## config.mk

```make
export PLATFORM = sky130hd
export DESIGN_NAME = gpio_frame_buffer
export DESIGN_NICKNAME = d
export VERILOG_FILES = /design/src/rtl/gpio_frame_pkg.sv /design/src/rtl/gpio_frame_buffer_frame_ram.sv /design/src/rtl/gpio_frame_buffer.sv
export SDC_FILE = /design/constraint.sdc
export NUM_CORES = 2
export LEC_CHECK = 0
export CAP_MARGIN = 0
export CORE_MARGIN = 2
export CORE_UTILIZATION = 43
export CTS_CLUSTER_SIZE = 8
export DETAILED_ROUTE_END_ITERATION = 7
export DONT_BUFFER_PORTS = 1
export MAX_ROUTING_LAYER = met4
export SYNTH_ARGS = -nofsm -noshare
export SYNTH_HDL_FRONTEND = slang
export SYNTH_SLANG_ARGS = --single-unit
```

## constraint.sdc

```tcl
create_clock -name clock -period 7.6 [get_ports clock]
set_clock_uncertainty 0.2 [all_clocks]
set_input_delay 0.76 -clock clock [delete_from_list [all_inputs] [get_ports clock]]
set_output_delay 0.76 -clock clock [all_outputs]
set_load 0.1 [all_outputs]
```

## src/rtl/gpio_frame_pkg.sv

```systemverilog
`default_nettype none
// ============================================================================
//  Module      : gpio_frame_pkg
//  Description : Shared command codes, status-word bit positions and FSM
//                state encoding for the GPIO frame buffer.
//  Revision    : 1.0 - initial release
// ============================================================================
package gpio_frame_pkg;

  // Command codes carried in the command field of the GPIO word
  localparam int unsigned CMD_KERNEL_SEL     = 0;
  localparam int unsigned CMD_LOAD_FRAME     = 1;
  localparam int unsigned CMD_END_FRAME      = 2;
  localparam int unsigned CMD_IS_FRAME_READY = 3;
  localparam int unsigned CMD_GET_FRAME      = 4;

  // Status response layout: five flags on top, three zero bits, load pointer
  localparam int unsigned STAT_W            = 24;
  localparam int unsigned STAT_FRAME_VALID  = 23;
  localparam int unsigned STAT_RESULT_READY = 22;
  localparam int unsigned STAT_OVERFLOW     = 21;
  localparam int unsigned STAT_CMD_DROP     = 20;
  localparam int unsigned STAT_BAD_CMD      = 19;

  // Command FSM states
  typedef enum logic [1:0] {
    ST_IDLE    = 2'd0,
    ST_LOAD_WR = 2'd1,
    ST_GET_RD  = 2'd2,
    ST_RESP    = 2'd3
  } fsm_state_e;

  // Assemble the IS_FRAME_READY response word
  function automatic logic [STAT_W-1:0] pack_status(
    input logic        frame_valid,
    input logic        result_ready,
    input logic        overflow,
    input logic        cmd_drop,
    input logic        bad_cmd,
    input logic [15:0] load_ptr
  );
    logic [STAT_W-1:0] s;
    s                    = '0;
    s[STAT_FRAME_VALID]  = frame_valid;
    s[STAT_RESULT_READY] = result_ready;
    s[STAT_OVERFLOW]     = overflow;
    s[STAT_CMD_DROP]     = cmd_drop;
    s[STAT_BAD_CMD]      = bad_cmd;
    s[15:0]              = load_ptr;
    return s;
  endfunction

endpackage
`default_nettype wire

```

## src/rtl/gpio_frame_buffer_frame_ram.sv

```systemverilog
`default_nettype none
// ============================================================================
//  Module      : frame_ram
//  Description : Synchronous simple dual-port RAM, DEPTH x WIDTH. One write
//                port, one registered read port (1-cycle latency). Accesses
//                beyond DEPTH are ignored on write and read back as zero.
//  Revision    : 1.0 - initial release
// ============================================================================
module frame_ram
  import gpio_frame_pkg::*;
#(
  parameter int DEPTH  = 100,
  parameter int WIDTH  = 8,
  parameter int ADDR_W = $clog2(DEPTH)
) (
  input  logic              clk_i,
  input  logic              we_i,
  input  logic [ADDR_W-1:0] waddr_i,
  input  logic [WIDTH-1:0]  wdata_i,
  input  logic [ADDR_W-1:0] raddr_i,
  output logic [WIDTH-1:0]  rdata_o
);

  localparam logic [ADDR_W:0] DEPTH_C = (ADDR_W+1)'(DEPTH);

  logic [WIDTH-1:0] mem_q [DEPTH];
  logic [WIDTH-1:0] rdata_q;

  // Write port: out-of-range addresses are silently dropped
  always_ff @(posedge clk_i) begin
    if (we_i && ({1'b0, waddr_i} < DEPTH_C)) begin
      mem_q[waddr_i] <= wdata_i;
    end
  end

  // Registered read port: out-of-range addresses return zero
  always_ff @(posedge clk_i) begin
    if ({1'b0, raddr_i} < DEPTH_C) begin
      rdata_q <= mem_q[raddr_i];
    end else begin
      rdata_q <= '0;
    end
  end

  assign rdata_o = rdata_q;

endmodule
`default_nettype wire

```

## src/rtl/gpio_frame_buffer.sv

```systemverilog
`default_nettype none
// ============================================================================
//  Module      : gpio_frame_buffer
//  Description : GPIO command front end for an image core. Host commands
//                arrive on gpi0 as a strobed word; pixels are packed into an
//                input bank for the core, results are read back from a result
//                bank, and every accepted command is answered on gpo0 with an
//                ack toggle.
//  Revision    : 1.0 - initial release
// ============================================================================
module gpio_frame_buffer
  import gpio_frame_pkg::*;
#(
  parameter int NB_GPIOS     = 32,
  parameter int NB_COM       = 7,
  parameter int RAM_WIDTH    = 8,
  parameter int IMAGE_WIDTH  = 10,
  parameter int IMAGE_HEIGHT = 10,
  parameter int PX_PER_WORD  = 3,
  parameter int NB_KSEL      = 2
) (
  input  logic                                         clock,
  input  logic                                         reset,
  input  logic [NB_GPIOS-1:0]                          gpi0,
  output logic [NB_GPIOS-1:0]                          gpo0,
  output logic [NB_KSEL-1:0]                           kernel_sel_o,
  output logic                                         frame_valid_o,
  output logic                                         core_start_o,
  input  logic [$clog2(IMAGE_WIDTH*IMAGE_HEIGHT)-1:0]  core_rd_addr_i,
  output logic [RAM_WIDTH-1:0]                         core_rd_data_o,
  input  logic                                         core_wr_en_i,
  input  logic [$clog2(IMAGE_WIDTH*IMAGE_HEIGHT)-1:0]  core_wr_addr_i,
  input  logic [RAM_WIDTH-1:0]                         core_wr_data_i,
  input  logic                                         core_done_i
);

  localparam int N        = IMAGE_WIDTH * IMAGE_HEIGHT;
  localparam int ADDR_W   = $clog2(N);
  localparam int PTR_W    = $clog2(N + 1);
  localparam int NB_DATA  = NB_GPIOS - 1 - NB_COM;
  localparam int PIX_BITS = PX_PER_WORD * RAM_WIDTH;
  localparam int CNT_W    = $clog2(PX_PER_WORD + 1);

  localparam logic [PTR_W-1:0] N_PTR  = PTR_W'(N);
  localparam logic [CNT_W-1:0] PX_C   = CNT_W'(PX_PER_WORD);
  localparam logic [CNT_W-1:0] LAST_C = CNT_W'(PX_PER_WORD - 1);

  // Input register and strobe edge detection
  logic [NB_GPIOS-1:0] gpi_q;
  logic                strb_prev_q;
  logic                strobe_edge;
  logic [NB_COM-1:0]   gpi_cmd;

  // Command context
  fsm_state_e          state_q;
  logic [NB_COM-1:0]   cmd_q;
  logic [PIX_BITS-1:0] data_q;
  logic [CNT_W-1:0]    cnt_q;
  logic [NB_DATA-1:0]  resp_data_q;
  logic                rd_ok_q;

  // Pointers, flags and outputs
  logic [PTR_W-1:0]    load_ptr_q;
  logic [PTR_W-1:0]    get_ptr_q;
  logic [NB_KSEL-1:0]  kernel_sel_q;
  logic                frame_valid_q;
  logic                core_start_q;
  logic                result_ready_q;
  logic                overflow_q;
  logic                cmd_drop_q;
  logic                bad_cmd_q;
  logic [NB_GPIOS-1:0] gpo_q;

  // RAM side signals
  logic                in_we;
  logic [RAM_WIDTH-1:0] ld_pix;
  logic [RAM_WIDTH-1:0] res_rdata;
  logic [STAT_W-1:0]    status_word;

  assign strobe_edge = gpi_q[NB_GPIOS-1] & ~strb_prev_q;
  assign gpi_cmd     = gpi_q[NB_GPIOS-2 -: NB_COM];
  assign status_word = pack_status(frame_valid_q, result_ready_q, overflow_q,
                                   cmd_drop_q, bad_cmd_q, 16'(load_ptr_q));

  // Writes stop once the input bank is full; the pixel is simply discarded
  assign in_we = (state_q == ST_LOAD_WR) && (load_ptr_q != N_PTR);

  // Select the pixel of the captured word that belongs to the current slot
  always_comb begin
    ld_pix = '0;
    for (int k = 0; k < PX_PER_WORD; k++) begin
      if (cnt_q == CNT_W'(k)) begin
        ld_pix = data_q[k*RAM_WIDTH +: RAM_WIDTH];
      end
    end
  end

  // Command FSM: capture, pixel load/readback, and response generation
  always_ff @(posedge clock) begin
    if (reset) begin
      gpi_q          <= '0;
      strb_prev_q    <= 1'b0;
      state_q        <= ST_IDLE;
      cmd_q          <= '0;
      data_q         <= '0;
      cnt_q          <= '0;
      resp_data_q    <= '0;
      rd_ok_q        <= 1'b0;
      load_ptr_q     <= '0;
      get_ptr_q      <= '0;
      kernel_sel_q   <= '0;
      frame_valid_q  <= 1'b0;
      core_start_q   <= 1'b0;
      result_ready_q <= 1'b0;
      overflow_q     <= 1'b0;
      cmd_drop_q     <= 1'b0;
      bad_cmd_q      <= 1'b0;
      gpo_q          <= '0;
    end else begin
      gpi_q        <= gpi0;
      strb_prev_q  <= gpi_q[NB_GPIOS-1];
      core_start_q <= 1'b0;

      // Placed before the command decode so an END_FRAME clear overrides it
      if (core_done_i) begin
        result_ready_q <= 1'b1;
      end

      if (strobe_edge && (state_q != ST_IDLE)) begin
        cmd_drop_q <= 1'b1;
      end

      case (state_q)
        ST_IDLE: begin
          if (strobe_edge) begin
            cmd_q       <= gpi_cmd;
            data_q      <= gpi_q[PIX_BITS-1:0];
            cnt_q       <= '0;
            resp_data_q <= '0;
            if (gpi_cmd == NB_COM'(CMD_KERNEL_SEL)) begin
              kernel_sel_q <= gpi_q[NB_KSEL-1:0];
              state_q      <= ST_RESP;
            end else if (gpi_cmd == NB_COM'(CMD_LOAD_FRAME)) begin
              frame_valid_q <= 1'b0;
              state_q       <= ST_LOAD_WR;
            end else if (gpi_cmd == NB_COM'(CMD_END_FRAME)) begin
              frame_valid_q  <= 1'b1;
              core_start_q   <= 1'b1;
              load_ptr_q     <= '0;
              get_ptr_q      <= '0;
              result_ready_q <= 1'b0;
              overflow_q     <= 1'b0;
              state_q        <= ST_RESP;
            end else if (gpi_cmd == NB_COM'(CMD_IS_FRAME_READY)) begin
              state_q <= ST_RESP;
            end else if (gpi_cmd == NB_COM'(CMD_GET_FRAME)) begin
              state_q <= ST_GET_RD;
            end else begin
              bad_cmd_q <= 1'b1;
              state_q   <= ST_RESP;
            end
          end
        end

        ST_LOAD_WR: begin
          if (load_ptr_q == N_PTR) begin
            overflow_q <= 1'b1;
          end else begin
            load_ptr_q <= load_ptr_q + PTR_W'(1);
          end
          if (cnt_q == LAST_C) begin
            state_q <= ST_RESP;
          end else begin
            cnt_q <= cnt_q + CNT_W'(1);
          end
        end

        // Issue slots 0..PX-1 and collect slots 1..PX, one cycle behind
        ST_GET_RD: begin
          if (cnt_q != PX_C) begin
            if (get_ptr_q != N_PTR) begin
              rd_ok_q   <= 1'b1;
              get_ptr_q <= get_ptr_q + PTR_W'(1);
            end else begin
              rd_ok_q <= 1'b0;
            end
          end
          for (int k = 0; k < PX_PER_WORD; k++) begin
            if (cnt_q == CNT_W'(k + 1)) begin
              resp_data_q[k*RAM_WIDTH +: RAM_WIDTH] <= rd_ok_q ? res_rdata : '0;
            end
          end
          if (cnt_q == PX_C) begin
            state_q <= ST_RESP;
          end else begin
            cnt_q <= cnt_q + CNT_W'(1);
          end
        end

        ST_RESP: begin
          if (cmd_q == NB_COM'(CMD_IS_FRAME_READY)) begin
            gpo_q <= {~gpo_q[NB_GPIOS-1], cmd_q, NB_DATA'(status_word)};
          end else begin
            gpo_q <= {~gpo_q[NB_GPIOS-1], cmd_q, resp_data_q};
          end
          state_q <= ST_IDLE;
        end

        default: state_q <= ST_IDLE;
      endcase
    end
  end

  assign gpo0          = gpo_q;
  assign kernel_sel_o  = kernel_sel_q;
  assign frame_valid_o = frame_valid_q;
  assign core_start_o  = core_start_q;

  frame_ram #(
    .DEPTH  (N),
    .WIDTH  (RAM_WIDTH),
    .ADDR_W (ADDR_W)
  ) u_in_ram (
    .clk_i   (clock),
    .we_i    (in_we),
    .waddr_i (load_ptr_q[ADDR_W-1:0]),
    .wdata_i (ld_pix),
    .raddr_i (core_rd_addr_i),
    .rdata_o (core_rd_data_o)
  );

  frame_ram #(
    .DEPTH  (N),
    .WIDTH  (RAM_WIDTH),
    .ADDR_W (ADDR_W)
  ) u_res_ram (
    .clk_i   (clock),
    .we_i    (core_wr_en_i),
    .waddr_i (core_wr_addr_i),
    .wdata_i (core_wr_data_i),
    .raddr_i (get_ptr_q[ADDR_W-1:0]),
    .rdata_o (res_rdata)
  );

endmodule
`default_nettype wire

```

==> metrics.yaml <==
cts:
  numClockSinks: 1763
  numCtsBuffers: 238
  cts_root_buf: "clkbuf_16"
  clockBufferDepth: 3
  insertion_delay_ps: 840
  tritoncts: "done"
  cts_max_level: 4
  cts.clk_slew.worst_paths_ps: 50
  cts_setup_buffers: 0
drt:
  drt_first_iter_violations: 3695
  post-route-drc-count: 0
  viasPerCell: 5.79
  drtPass1Iterations: 6
  wl_per_cell_microns: 28.2
  wl_microns: 168000
  antenna_left: 0
  num_vias: 34600
timing:
  period_share: 0.508
  drv_slew: 0
  relSlewSlack: 0.0534
  rsz0062_at_grt: "no"
  min_period_ps: 3860
  fin_tns_setup_ps: 0
  worst_pin_slew_ps: 1420
  hold_viol: 0
  fmax_mhz: 259
  finalSetupViolCount: 0
grt:
  antenna_found_initial: 0
  grt_max_degree: 215
  track_usage: 0.212
  grt_pass1_wl_microns: 246000
  grt_overflow: 0
  grt_pass1_vias: 35200
worst_setup_path:
  reg2reg_to: "u_res_ram.rdata_o[2]"
  rr_worst_depth: 7
  critPathTopFamily: "compound AO/OA/AOI/OAI gates"
  path_class: "flop to flop"
  slowest_delay_ps: 640
  end_kind: "flop"
  crit_required_ps: 8180
  cp_num_buf_inv: 2
  slowest_stage: "buf_4"
  rrSetupSlack_ps: 3740
  critical_path.max_fanout: 42
  cp-start-kind: "flop"
  critical_path_arrival_ps: 4440
  crit_chain: "buf_4 > buf_4 > nand3b_1 > o221ai_1 > a21oi_1 > a21oi_1 > a211o_1"
  r2r-start: "get_ptr_q[1]"
run:
  cap_viol_max_count: 0
yosys:
  synth-edff-count: 1600
  async_flop_share: 0
  synth_flop_cell: "edfxtp_1"
  synthesis.area_sq_um: 68700
  synth_fp_nets: 3738
  yosys_warnings: 0
  synth.distinct_cells: 70
  netlist_top_cells_area: "edfxtp_1 (70%), mux4_2 (12%), dfxtp_1 (4.7%)"
  ys_seq_area_frac: 0.746
  avgSynthCellArea_sq_um: 18.7
  synth_top_area_frac: 0.699
  synthCells: 3667
  synth_area_leader_cell: "edfxtp_1"
  ys_ff_latch: 1763
placed_design:
  numPortBuffers: 0
  gp_congestion: 0.871
  dp.cells: 5571
  dp_hpwl_microns: 98200
hold_path:
  hold_class: "input pin to flop"
  holdPathEnd: "u_in_ram.rdata_o[4]"
  min_from: "core_rd_addr_i[5]"
  min_path_cells: 2
power:
  p_per_area_nw_per_um2: 284
  power_frac_comb: 0.069
  switching_share: 0.228
  vdd_ir_drop_max_v: 0.000227
  switching_power_mw: 5.04
  p_leak_nw: 24.3
  p_clk_frac: 0.436
  p_int_mw: 17.1
  power_mw: 22.1
  seqPwrFrac: 0.495
floorplan:
  fp.dieW_microns: 404
  start_util: 0.433
  die_h_microns: 404
  core_area_sq_um: 159000
  core.rowCount: 146
  die_area_sq_um: 163000
  ioPinCount: 102
final_layout:
  final_core_util: 0.491
  drive_gt1_frac: 0.183
  fill_cells: 12900
  final_cell_mix: "edfxtp_1 (1600), mux4_2 (366), nor2_1 (327)"
  fin_nets: 3853
  final_common_cell: "edfxtp_1"
  fin_cells: 5978
  multi_input_area_sq_um: 16300
  regArea_sq_um: 51300
  syn2layout_area_growth_pct: 13.3
  diodes: 0
status:
  status: "finished, final reports clean"
==> layer usage <==
| metal | track usage | vias up | part of all wire |
|---|---|---|---|
| met1 | 0.285 | 18200 | 0.42 |
| met3 | 0.0384 | 256 | 0.065 |
| met4 | 0.0625 | 0 | 0.024 |
| met5 | - | - | 0 |
| li1 | - | 14900 | - |
| met2 | 0.334 | 1301 | 0.49 |
==> registers in the layout, indices dropped and copies added (netlist names), 2 cells and up <==
name / flops
gpo0: 32
u_in_ram.mem_q: 800
cmd_q: 7
cnt_q: 2
state_q: 2
u_in_ram.rdata_o: 8
kernel_sel_o: 2
get_ptr_q: 7
load_ptr_q: 7
u_res_ram.mem_q: 800
resp_data_q: 24
data_q: 24
gpi_q: 32
u_res_ram.rdata_o: 8
==> timing repair <==
item,4_1_cts,5_1_grt
hold endpoints to repair,943,0
hold buffers,43,0
resized for setup,0,0
==> how the worst max path moves through the flow <==
stage	start	end	slack, ps	depth (start not counted)
global placement	core_wr_addr_i[2]	u_res_ram.mem_q[28][0]	3690	5
CTS	get_ptr_q[1]	u_res_ram.rdata_o[2]	3790	7
finish	get_ptr_q[1]	u_res_ram.rdata_o[2]	3740	7
floorplan	cnt_q[1]	u_in_ram.mem_q[0][0]	1370	6
global route	get_ptr_q[1]	u_res_ram.rdata_o[2]	3520	7
detailed placement	get_ptr_q[0]	u_res_ram.rdata_o[0]	3780	7
==> cells in the mapped netlist (5+ instances only) <==
| library cell | n |
|---|---|
| a211o_1 | 8 |
| a211oi_1 | 64 |
| a21boi_0 | 5 |
| a21oi_1 | 90 |
| a221oi_1 | 6 |
| a22o_1 | 5 |
| a22oi_1 | 37 |
| a2bb2oi_1 | 5 |
| a31oi_1 | 29 |
| and2_1 | 12 |
| and3_1 | 10 |
| buf_1 | 5 |
| buf_2 | 49 |
| buf_4 | 35 |
| buf_6 | 17 |
| clkbuf_1 | 95 |
| dfxtp_1 | 163 |
| edfxtp_1 | 1600 |
| ha_1 | 13 |
| inv_1 | 19 |
| mux2_2 | 18 |
| mux2i_1 | 161 |
| mux4_1 | 7 |
| mux4_2 | 366 |
| nand2_1 | 201 |
| nand2b_1 | 19 |
| nand3_1 | 51 |
| nand3b_1 | 11 |
| nand4_1 | 9 |
| nor2_1 | 329 |
| nor2b_1 | 66 |
| nor3_1 | 15 |
| o2111ai_1 | 5 |
| o211ai_1 | 12 |
| o21ai_0 | 22 |
| o21ai_1 | 5 |
| o221ai_1 | 12 |
| o22ai_1 | 20 |
| or3_1 | 10 |
| xnor2_1 | 8 |
==> logic make-up (layout without fill, tap and decap cells) <==
group,after synthesis,after routing,synth area share
flip-flops,1763,1763,0.746
AND/OR/NAND/NOR,752,752,0.0486
multiplexers,552,552,0.149
AO/OA/AOI/OAI,350,350,0.0343
buffers and inverters,229,468,0.0183
adder cells (fa/ha/maj),13,13,0.00237
XOR/XNOR,8,8,0.00102
==> power by group through the flow <==
| stage | Sequential [mW] | Combinational, mW | Clock, mW |
|---|---|---|---|
| floorplan | 11.1 | 1.10 | 0 |
| global placement | 11.1 | 1.41 | 0 |
| detailed placement | 11.1 | 1.42 | 0 |
| CTS | 11.0 | 1.54 | 9.80 |
| global route | 11.0 | 1.63 | 10.2 |
| finish | 11.0 | 1.53 | 9.63 |
==> stage by stage <==
step / area (sq um) / setup slack, ps / hold WS [ps]
final: 77900 / 3740 / 87.4
after CTS: 77900 / 3790 / 29.2
after detailed placement: 70600 / 3780 / 221
after floorplan: 68700 / 1370 / 217
after global routing: 77900 / 3520 / 36.8
after global placement: 70600 / 3690 / 213
==> cell type report <==
cell class              instances  share of cell area
clock buffers                 350              0.0821
clock inverters                14             0.00419
inverters                      23             0.00111
multi-input cells            1675               0.209
flip-flops and latches       1763               0.659
well taps                    2072              0.0333
repair buffers                 81              0.0114
Note: power is estimated with default switching activity, not from simulation.
